File: config.mk
export PLATFORM = sky130hd
export DESIGN_NAME = hazard_stall_ctrl
export DESIGN_NICKNAME = d
export VERILOG_FILES = /design/src/rtl/hazard_stall_ctrl.sv
export SDC_FILE = /design/constraint.sdc
export NUM_CORES = 1
export LEC_CHECK = 0
export CAP_MARGIN = 20
export CORE_MARGIN = 3
export CORE_UTILIZATION = 40
export CTS_CLUSTER_DIAMETER = 30
export DETAILED_ROUTE_END_ITERATION = 8
export PLACE_DENSITY = 0.75
export REMOVE_ABC_BUFFERS = 1
export SYNTH_ARGS = -nofsm -noshare
export SYNTH_HDL_FRONTEND = slang
export SYNTH_SLANG_ARGS = --single-unit
File: constraint.sdc
create_clock -name clock -period 2.5 [get_ports clock]
set_input_delay 0.625 -clock clock [delete_from_list [all_inputs] [get_ports clock]]
set_output_delay 0.625 -clock clock [all_outputs]
set_load 0.1 [all_outputs]
File: src/rtl/hazard_stall_ctrl.sv
// Hazard and stall controller for the five-stage MIPS32 pipeline: load-use,
// taken-branch flush, I-mem wait states, divide interlock, stall-cycle counter.
module hazard_stall_ctrl #(
  parameter int unsigned DIV_CYCLES = 32,
  parameter int unsigned CNT_W      = 16
) (
  input  logic             clock,
  input  logic             reset,
  input  logic [4:0]       id_rs,
  input  logic [4:0]       id_rt,
  input  logic             id_uses_rs,
  input  logic             id_uses_rt,
  input  logic             id_is_div,
  input  logic             ex_mem_read,
  input  logic [4:0]       ex_rt,
  input  logic             ex_branch_taken,
  input  logic             imem_ready,
  input  logic             perf_clear,
  output logic             pc_hold,
  output logic             ifid_hold,
  output logic             ifid_flush,
  output logic             idex_bubble,
  output logic             div_busy,
  output logic             div_done,
  output logic [CNT_W-1:0] stall_count
);

  typedef enum logic {RUN, DIV_WAIT} state_e;

  localparam logic [7:0] DIV_CNT_INIT = 8'(DIV_CYCLES - 1);

  state_e             state_q, state_d;
  logic [7:0]         div_cnt_q, div_cnt_d;
  logic [CNT_W-1:0]   stall_count_q, stall_count_d;
  logic               load_use;

  // $0 is hard-wired zero, so a load targeting it never creates a dependency.
  assign load_use = ex_mem_read && (ex_rt != 5'd0) &&
                    ((id_uses_rs && (id_rs == ex_rt)) ||
                     (id_uses_rt && (id_rt == ex_rt)));

  always_ff @(posedge clock or negedge reset) begin
    if (!reset) begin
      state_q   <= RUN;
      div_cnt_q <= '0;
    end else begin
      // NOTE: non-blocking assignments keep every flop updating from pre-edge values.
      state_q   <= state_d;
      div_cnt_q <= div_cnt_d;
    end
  end

  always_comb begin
    // NOTE: defaults first so no path through this block can infer a latch.
    state_d   = state_q;
    div_cnt_d = div_cnt_q;
    case (state_q)
      RUN: begin
        // A divide only issues when it is not wrong-path and not itself stalled.
        if (id_is_div && !ex_branch_taken && imem_ready && !load_use) begin
          state_d   = DIV_WAIT;
          div_cnt_d = DIV_CNT_INIT;
        end
      end
      DIV_WAIT: begin
        if (div_cnt_q == 8'd0) state_d = RUN;
        else                   div_cnt_d = div_cnt_q - 8'd1;
      end
      default: state_d = RUN;
    endcase
  end

  always_comb begin
    pc_hold     = 1'b0;
    ifid_hold   = 1'b0;
    ifid_flush  = 1'b0;
    idex_bubble = 1'b0;
    div_busy    = 1'b0;
    div_done    = 1'b0;
    if (reset) begin
      if ((state_q == RUN) && ex_branch_taken) begin
        ifid_flush  = 1'b1;
        idex_bubble = 1'b1;
      end else if (state_q == DIV_WAIT) begin
        pc_hold     = 1'b1;
        ifid_hold   = 1'b1;
        idex_bubble = 1'b1;
        div_busy    = 1'b1;
        div_done    = (div_cnt_q == 8'd0);
      end else if (!imem_ready || load_use) begin
        pc_hold     = 1'b1;
        ifid_hold   = 1'b1;
        idex_bubble = 1'b1;
      end
    end
  end

  always_comb begin
    stall_count_d = stall_count_q;
    if (perf_clear)
      stall_count_d = '0;
    else if (pc_hold && (stall_count_q != '1))
      stall_count_d = stall_count_q + CNT_W'(1);
  end

  always_ff @(posedge clock or negedge reset) begin
    if (!reset) stall_count_q <= '0;
    else        stall_count_q <= stall_count_d;
  end

  assign stall_count = stall_count_q;

endmodule
==> run_results.csv <==
group,metric,value,unit
place,dp_slack,-0.599,ns
timing,setup_viol,3,
finish,layout_commonest_cell,"buf_4",
finish,drive_above_1_share,28.3,%
drt,vias,1550,
floorplanning,dieArea,4730,um^2
timing,setup_ws,-0.0762,ns
setup_path,path_max_fanout,4,
finish,stdcell_area,2360,um^2
outcome,violations,"setup timing",
floorplanning,die_w,68.8,um
min_path,hp-class,"primary input to async pin",
global_route,grt_first_pass_wirelength,6400,um
yosys,synthTopCellsByArea,"dfrtp_1, xnor2_1, a21oi_1",
yosys,yosys.area.top_type,"dfrtp_1",
finish,syn2layout_area_growth,49.5,%
yosys,syn-instance-count,177,
timing,layout_min_cycle_time,2.58,ns
clock_tree,clock_latency,0.27,ns
pwr,p_per_area,675,nW/um^2
global_route,track_usage,17.4,%
clock_tree,htree_num_levels,1,
place,place.gp.congestion,0.801,
yosys,ys_seq_area_share,39.7,%
setup_path,critPathArrivalTime,1.95,ns
place,placed_cell_area,2220,um^2
setup_path,r2r_cells,6,
drt,drt_iter0_drc,98,
setup_path,worstSetupPathType,"primary input to primary output",
setup_path,critPathCaptureType,"primary output",
setup_path,cp.required,1.88,ns
drt,vias_per_cell,5.31,
drt,wl_per_cell,13.0,um
clock_tree,cts_buffer_depth,2,
clock_tree,cts-root-buf,"clkbuf_8",
finish,nNetsFinal,271,
setup_path,rr_startpoint,"stall_count[2]",
timing,timing.final.crit_share,103,%
clock_tree,cts_tree,"built",
yosys,yosysWarningCount,0,
global_route,antenna_found_initial,0,
timing,relSlewSlack,67.4,%
outcome,outcome,"finished with violations",
finish,mostFrequentLayoutCells,"buf_4, dfrtp_1, nand2_1",
yosys,syn_avg_cell_area,8.91,um^2
timing,report.final.slew_viol_count,0,
pwr,peakVddDrop,0.566,mV
clock_tree,path_clk_slew,0.09,ns
timing,hold_viol,0,
setup_path,worst_r2r_endpoint,"stall_count[15]",
yosys,ys_ff_latch,25,
drt,route.detailed.drc,0,
floorplanning,row_count,22,
setup_path,crit_start,"ex_rt[1]",
global_route,grt_pass1_vias,1473,
global_route,grt-ovfl-total,0,
place,dp_hpwl,2950,um
timing,skew,0.00428,ns
place,io_buffers,45,
floorplanning,start_util,42.1,%
drt,drt-pass1-iter-count,5,
drt,antenna_left,0,
drt,wirelength,3810,um
timing,rsz0062_at_grt,"yes",
finish,diodes,0,
floorplanning,fp.coreArea,3740,um^2
global_route,grt_max_degree,23,
floorplanning,ios,46,
yosys,synth_area,1580,um^2
floorplanning,die-height,68.8,um
pwr,static-leakage-power,0.991,nW
clock_tree,numCtsBuffers,3,
timing,fmax,388,MHz
clock_tree,postCtsHoldBufs,0,
timing,worst_pin_slew,0.484,ns
yosys,yosysUniqueCellTypes,40,
setup_path,cp-start-kind,"primary input",
setup_path,r2r_setup_slack,0.46,ns
clock_tree,clkSinkCount,25,
yosys,synth_top_cell_area_share,39.7,%
job,drv_cap,0,
## synthesized netlist by cell type
master	count
a21oi_1	15
nor4b_1	2
buf_4	1
buf_12	1
clkbuf_1	3
nor2_1	11
a2111oi_4	1
o31ai_1	1
nor4_1	2
nand2_1	17
a2bb2oi_1	1
or3_1	12
o21ai_0	3
nor3_1	3
or2_1	1
o21ai_1	9
and4_1	1
o22ai_2	1
and2_1	3
a31oi_2	1
dfrtp_1	25
nand2b_1	2
nor3_2	1
xnor2_1	11
nand4_1	8
mux2i_1	1
xor2_1	5
inv_1	7
o21a_1	2
nor3b_1	2
a21oi_2	1
a311oi_1	1
o31a_1	2
a21boi_1	1
or4_1	3
nor2b_1	3
buf_6	1
and3_1	1
nand3_1	9
ha_1	2
## where the power goes
part / internal (mW) / leakage (nW) / switching (mW)
Combinational: 0.330 / 0.642 / 0.444
Clock: 0.113 / 0.0217 / 0.133
Sequential: 0.482 / 0.328 / 0.0907
Total: 0.925 / 0.991 / 0.667
## layout make-up
class / instances / area, um^2
Fill cell: 325 / 1390
Multi-Input combinational cell: 139 / 940
Timing Repair Buffer: 69 / 658
Sequential cell: 25 / 626
Tap cell: 48 / 60.1
Clock buffer: 3 / 41.3
Inverter: 7 / 26.3
Clock inverter: 1 / 7.51
## per-layer routing
metal | track usage (%) | wire length (um)
met5 | 0 | 0
met4 | 3.65 | 25
met2 | 28.8 | 1870
met1 | 23.6 | 1740
met3 | 3.08 | 177
## worst max-delay path by stage
stage	endpoint	slack, ns	cells past startpoint
6_report	idex_bubble	-0.08	6
4_1_cts	idex_bubble	-0.11	6
3_3_place_gp	pc_hold	-0.56	6
3_5_place_dp	ifid_hold	-0.60	6
5_1_grt	idex_bubble	-0.16	7
2_1_floorplan	ifid_hold	-1.97	5
## critical path: stages
cell and delay (ns):
buf_6 0.09, or4_4 0.52, o21a_4 0.22, a21oi_4 0.21, a21oi_2 0.10, buf_12 0.17
## registers in the layout, summed over array words and instances (netlist names)
name,cells
state_q,1
div_cnt_q,8
stall_count,16
## timing repair
action	in CTS	in global routing
buffers inserted	4	0
setup endpoints to repair	6	12
cloned	0	0
gates resized for setup	35	11
pin swaps	16	8
## per-stage QoR
| step | setup TNS, ns | total power [mW] | util (%) | hold slack (ns) | instances |
|---|---|---|---|---|---|
| 5_1_grt | -0.566 | 1.68 | 63.0 | 0.474 | 292 |
| 3_3_place_gp | -5.56 | 1.31 | 59.3 | 0.492 | 284 |
| 4_1_cts | -0.312 | 1.59 | 61.5 | 0.461 | 292 |
| 6_report | -0.185 | 1.59 | 63.0 | 0.466 | 292 |
| 2_1_floorplan | -11.39 | 1.02 | - | 0.329 | 171 |
| 3_5_place_dp | -6.21 | 1.32 | 59.3 | 0.494 | 284 |
## kinds of logic after synthesis
family,share of synthesized area (%)
XOR/XNOR,8.88
multiplexers,0.634
adder cells (fa/ha/maj),1.59
AND/OR/NAND/NOR,27.8
flip-flops,39.7
buffers and inverters,4.84
AO/OA/AOI/OAI,16.6
Power figures use the tool's default switching activity.
